[src/rtl/sub_nbit_serial.sv]
// ---------------------------------------------------------------------------
// sub_nbit_serial
//   Bit-serial unsigned subtractor, diff = a - b, one bit per clock, LSB first.
//   Result is N+1 bits two's complement; diff[N] is the final borrow.
//
//   state | meaning
//   ------+------------------------------------------------------------
//   IDLE  | waiting for start; diff holds the last result
//   SHIFT | one operand bit pair consumed per cycle, N cycles total
//   DONE  | one-cycle done pulse; start here begins the next operation
//
// Ports
//   clk    rising-edge clock
//   rst_n  asynchronous active-low reset
//   start  request, accepted in IDLE or DONE only
//   a, b   N-bit unsigned operands, sampled on the accepting edge
//   busy   high while SHIFT is active (registered)
//   done   single-cycle pulse when diff is updated (registered)
//   diff   N+1-bit two's complement result, held until the next DONE
// ---------------------------------------------------------------------------
module sub_nbit_serial #(
   parameter int N = 10
) (
   input  logic         clk,
   input  logic         rst_n,
   input  logic         start,
   input  logic [N-1:0] a,
   input  logic [N-1:0] b,
   output logic         busy,
   output logic         done,
   output logic [N:0]   diff
);

   localparam int CW = (N > 1) ? $clog2(N) : 1;
   localparam logic [CW-1:0] LAST = CW'(N - 1);

   typedef enum logic [1:0] {
      IDLE  = 2'd0,
      SHIFT = 2'd1,
      DONE  = 2'd2
   } state_t;

   state_t          state, state_n;
   logic [N-1:0]    sh_a, sh_b, acc, acc_n, d_vec;
   logic [CW-1:0]   cnt;
   logic            br, br_n, d, load, last;

   // one full-subtractor slice plus the result shift
   always_comb begin
      d        = sh_a[0] ^ sh_b[0] ^ br;
      br_n     = (~sh_a[0] & sh_b[0]) | (~(sh_a[0] ^ sh_b[0]) & br);
      d_vec    = '0;
      d_vec[N-1] = d;
      // new bit enters at the MSB; after N shifts bit 0 is the first result bit
      acc_n    = (acc >> 1) | d_vec;
      last     = (cnt == LAST);
   end

   always_comb begin
      state_n = state;
      load    = 1'b0;
      case (state)
         IDLE: begin
            if (start) begin
               load    = 1'b1;
               state_n = SHIFT;
            end
         end
         SHIFT: begin
            if (last) state_n = DONE;
         end
         DONE: begin
            if (start) begin
               load    = 1'b1;
               state_n = SHIFT;
            end else begin
               state_n = IDLE;
            end
         end
         default: state_n = IDLE;
      endcase
   end

   always_ff @(posedge clk or negedge rst_n) begin
      if (!rst_n) begin
         state <= IDLE;
         sh_a  <= '0;
         sh_b  <= '0;
         acc   <= '0;
         br    <= 1'b0;
         cnt   <= '0;
         diff  <= '0;
         busy  <= 1'b0;
         done  <= 1'b0;
      end else begin
         state <= state_n;
         // outputs follow the next state so they are plain flops
         busy  <= (state_n == SHIFT);
         done  <= (state_n == DONE);
         if (load) begin
            sh_a <= a;
            sh_b <= b;
            acc  <= '0;
            br   <= 1'b0;
            cnt  <= '0;
         end else if (state == SHIFT) begin
            sh_a <= sh_a >> 1;
            sh_b <= sh_b >> 1;
            acc  <= acc_n;
            br   <= br_n;
            cnt  <= cnt + 1'b1;
            if (last) diff <= {br_n, acc_n};
         end
      end
   end

endmodule

[config.mk]
export PLATFORM = sky130hd
export DESIGN_NAME = sub_nbit_serial
export DESIGN_NICKNAME = d
export VERILOG_FILES = /design/src/rtl/sub_nbit_serial.sv
export SDC_FILE = /design/constraint.sdc
export NUM_CORES = 1
export LEC_CHECK = 0
export ABC_CLOCK_PERIOD_IN_PS = 1700
export CAP_MARGIN = 5
export CORE_MARGIN = 2
export CORE_UTILIZATION = 40
export DETAILED_ROUTE_END_ITERATION = 10
export PLACE_DENSITY = 0.66
export SLEW_MARGIN = 20
export SYNTH_ARGS = -nofsm -noshare
export SYNTH_HDL_FRONTEND = slang
export SYNTH_SLANG_ARGS = --single-unit
[constraint.sdc]
create_clock -name clk -period 1.7 [get_ports clk]
set_input_delay 0.17 -clock clk [delete_from_list [all_inputs] [get_ports clk]]
set_output_delay 0.17 -clock clk [all_outputs]
set_load 0.02 [all_outputs]
==> flow_summary.rst <==
.. list-table::
   :header-rows: 1

   * - Metric
     - Value
   * - Mapped cell area
     - between 2000 and 2500 sq um
   * - Total congestion overflow
     - 0
   * - Complex-gate fraction of the synthesized area
     - approximately an eighth
   * - All-Layer GR Usage
     - between 15 and 20%
   * - Parity-gate share of the synthesized area counting xor and xnor cells
     - 0%
   * - Layout overhead on the synthesized area
     - 27.8%
   * - Number of nets produced by synthesis
     - about 210
   * - Number of nets with antenna violations after routing
     - 0
   * - Ys async rst share
     - 100%
   * - Multiplexer area fraction after synthesis
     - about 7.9%
   * - Overall die area
     - 5720 sq um
   * - Category of the critical setup timing path
     - reg -> reg
   * - Instance count of the mapped netlist
     - between 150 and 200
   * - Setup fix buffers added after clock tree synthesis
     - 0
   * - Fraction of the mapped netlist area in adder cells
     - between 2 and 2.5%
   * - Area share of and/or/nand/nor cells after synthesis
     - between 10% and 20%
   * - Global-route wire length before repair
     - around 6.6 mm
   * - RePlAce Congestion
     - 0.728
   * - Start of the worst register-to-register path
     - cnt[1]
   * - Synthesis warning total
     - 0
   * - Hold slack final
     - 0.376 ns
   * - Main synth FF type
     - sky130_fd_sc_hd__dfrtp_1
   * - Reg clk slew, reported paths
     - 0.09 ns
   * - Headroom to the max-slew limit
     - around 67%
   * - Worst setup slack before clock tree synthesis
     - 0.172 ns
   * - Number of antenna violations at the first check in global routing
     - 0
   * - Fin. max-slew vios
     - 0
   * - Net total in the final layout
     - roughly 250
   * - Number of vias per cell after detailed routing
     - 4.88
   * - HP Class
     - in -> async
   * - Top post-synthesis cells by area
     - sky130_fd_sc_hd__dfrtp_1 (60%), sky130_fd_sc_hd__nand2_1 (7.1%), sky130_fd_sc_hd__mux2_4 (5.9%), sky130_fd_sc_hd__a31oi_1 (4.9%), sky130_fd_sc_hd__a22o_1 (4.3%)
   * - Launching element of the worst setup path
     - cnt[1]
   * - Max VDD drop
     - ~0.67 mV
   * - Number of different library cells in the post-synthesis netlist
     - 31
   * - Endpoint arrival time on the critical path
     - between 1.5 and 2 ns
   * - DR pass1 iterations
     - 4
   * - Sum of routed wire length over all layers
     - between 3 and 4 mm
   * - Vert. Die Dim
     - between 70 and 80 microns
   * - # diodes
     - 0
   * - Largest fanout of any net on the critical path
     - 12
   * - Largest net degree at the start of global routing
     - 32
   * - Post-detailed-route DRC marker count
     - 0
   * - Capturing element type of the critical path
     - flop
   * - Final Skew
     - 0.00528 ns
   * - Most frequent cells in the layout
     - sky130_fd_sc_hd__dfrtp_1 (49), sky130_fd_sc_hd__nand2_1 (39), sky130_fd_sc_hd__clkdlybuf4s50_1 (34), sky130_fd_sc_hd__nor2_1 (16), sky130_fd_sc_hd__a31oi_1 (16)
   * - Die X-Extent
     - ~76 microns
   * - Required time of the worst setup path
     - roughly 1.9 ns
   * - # port buffers
     - 35
   * - Number of H-tree levels
     - 2
   * - Cell area after layout
     - approximately 2600 sq um
   * - Ports placed on the boundary
     - 36
   * - Iteration-0 DRC Markers
     - between 70 and 80
   * - Placed standard-cell area
     - about 2500 sq um
   * - Number of failing setup endpoints in the final timing report
     - 0
   * - Final hold violations
     - 0
   * - Run status
     - complete, no violations
   * - Maximum operating frequency
     - roughly 660 MHz
   * - Vias
     - about 1400
   * - Placed wire-length estimate
     - ~2.7 mm
   * - Mean post-synth cell area
     - around 11 sq um
   * - Final worst slack
     - 0.173 ns
   * - Setup repair after global routing missed its margin
     - false
   * - Sequential fraction of the synthesis area
     - approximately three fifths
   * - Routed length per placed instance
     - ~13 microns
   * - Fraction of layout instances using a drive strength above 1
     - 13.1%
   * - Core Rows
     - 26
   * - CTS tree
     - done
   * - Setup TNS
     - 0 ns
   * - Number of enable flip-flop cells after synthesis
     - 0
   * - Critical Path Source Type
     - flop
   * - Number of CTS-inserted buffers
     - 5
   * - Std-Cell Core Area
     - just over 5000 sq um
   * - Initial core utilization
     - around two fifths
   * - Library cell with the largest summed area after synthesis
     - sky130_fd_sc_hd__dfrtp_1
   * - CTS Root Buffer Type
     - sky130_fd_sc_hd__clkbuf_8
   * - Most common library cell in the layout ignoring fill and taps
     - sky130_fd_sc_hd__dfrtp_1
   * - Final critical path time including I/O delays and setup
     - 1.53 ns
   * - Total of flip-flops plus latches after synthesis
     - slightly below 50
   * - Clock insertion delay at the later pin of the skew report
     - 0.30 ns
   * - Power density relative to cell area
     - 1800 nW/um^2
   * - Vias in the first global route
     - 1460
   * - Combinational family with the most area after synthesis
     - simple AND/OR/NAND/NOR gates
   * - Slew at the pin closest to its max-slew limit
     - 0.500 ns
   * - Clock Sink Count
     - between 40 and 50
   * - Maximum root-to-sink buffer count
     - 2
   * - Max_cap viols
     - 0
   * - LEAKAGE
     - 1.17 nW
   * - Final worst path period share
     - 89.8%
   * - Share of the synthesized area in the top cell type
     - between 50% and 60%
[layer usage]
metal	global-route usage, %	routed length (microns)	vias to the layer above
met5	0	0	-
met4	7.02	85	0
met3	4.37	109	7
met2	24.5	1800	19
met1	19.9	1800	700
li1	-	-	698
[synthesized netlist by cell type, types with 2 or more instances]
| cell | number |
|---|---|
| sky130_fd_sc_hd__clkbuf_1 | 2 |
| sky130_fd_sc_hd__buf_1 | 2 |
| sky130_fd_sc_hd__mux2_4 | 8 |
| sky130_fd_sc_hd__nand2_1 | 39 |
| sky130_fd_sc_hd__a31oi_1 | 16 |
| sky130_fd_sc_hd__nor2_1 | 16 |
| sky130_fd_sc_hd__mux2i_1 | 2 |
| sky130_fd_sc_hd__mux2_1 | 2 |
| sky130_fd_sc_hd__buf_4 | 2 |
| sky130_fd_sc_hd__buf_2 | 5 |
| sky130_fd_sc_hd__a22o_1 | 10 |
| sky130_fd_sc_hd__dfrtp_1 | 49 |
| sky130_fd_sc_hd__o2bb2ai_1 | 2 |
| sky130_fd_sc_hd__ha_1 | 2 |
| sky130_fd_sc_hd__nand3_1 | 3 |
| sky130_fd_sc_hd__o21ai_1 | 3 |
| sky130_fd_sc_hd__nor3_1 | 2 |
| sky130_fd_sc_hd__inv_1 | 3 |
[worst max-delay path: stages (launching register included)]
cell and delay [ns]:
sky130_fd_sc_hd__dfrtp_1 0.41, sky130_fd_sc_hd__inv_1 0.07, sky130_fd_sc_hd__ha_1 0.15, sky130_fd_sc_hd__nand2_1 0.12, sky130_fd_sc_hd__nor3_4 0.17, sky130_fd_sc_hd__buf_12 0.17
sky130_fd_sc_hd__mux2_1 0.33
[worst paths after layout]
path                             to  slack [ns]  cells after the start
setup / recovery           diff[10]        0.17                      6
hold / removal               cnt[1]        0.38                      2
setup reg to reg           diff[10]        0.17                      6
hold reg to reg              cnt[3]        0.50                      1
max in group asynchronous   diff[1]        0.82                      3
min in group clk            sh_a[9]        0.43                      3
[cells by family (layout without fill, tap and decap cells)]
kind of cell | count (synthesis) | count (layout)
fa+ha+maj | 3 | 3
compound gates | 34 | 34
flops | 49 | 49
mux | 12 | 12
simple gates | 68 | 68
buf+inv | 15 | 56
[what timing repair did]
action                    4_1_cts  5_1_grt
hold buffers                    1        0
gates resized for setup         0        0
hold endpoints to repair       21        0
[report_power, final]
group / internal (mW) / switching (mW)
registers: 1.70 / 0.333
clock network: 0.368 / 0.367
logic: 0.969 / 0.968
total: 3.04 / 1.67
[final cells by class]
class | count | area (sq um)
inverter | 3 | 11.3
timing repair buffer | 45 | 448
multi-input combinational | 117 | 747
clock buffer | 7 | 96.3
tap | 70 | 87.6
fill | 476 | 2420
clock inverter | 1 | 5.00
sequential | 49 | 1230
[stage by stage]
stage          power [mW]  utilization (%)  std cells
3_3_place_gp         3.96             49.8        283
3_5_place_dp         4.02             49.8        283
6_report             4.71             52.0        292
5_1_grt              5.06             52.0        292
2_1_floorplan        3.31                -        181
4_1_cts              4.77             52.0        292
[registers in the layout, indices dropped and copies added (netlist names)]
name and flops:
sh_b 10, sh_a 10, state 2, busy 1
acc 9, diff 11, br 1, cnt 4
done 1
Power figures use the tool's default switching activity.
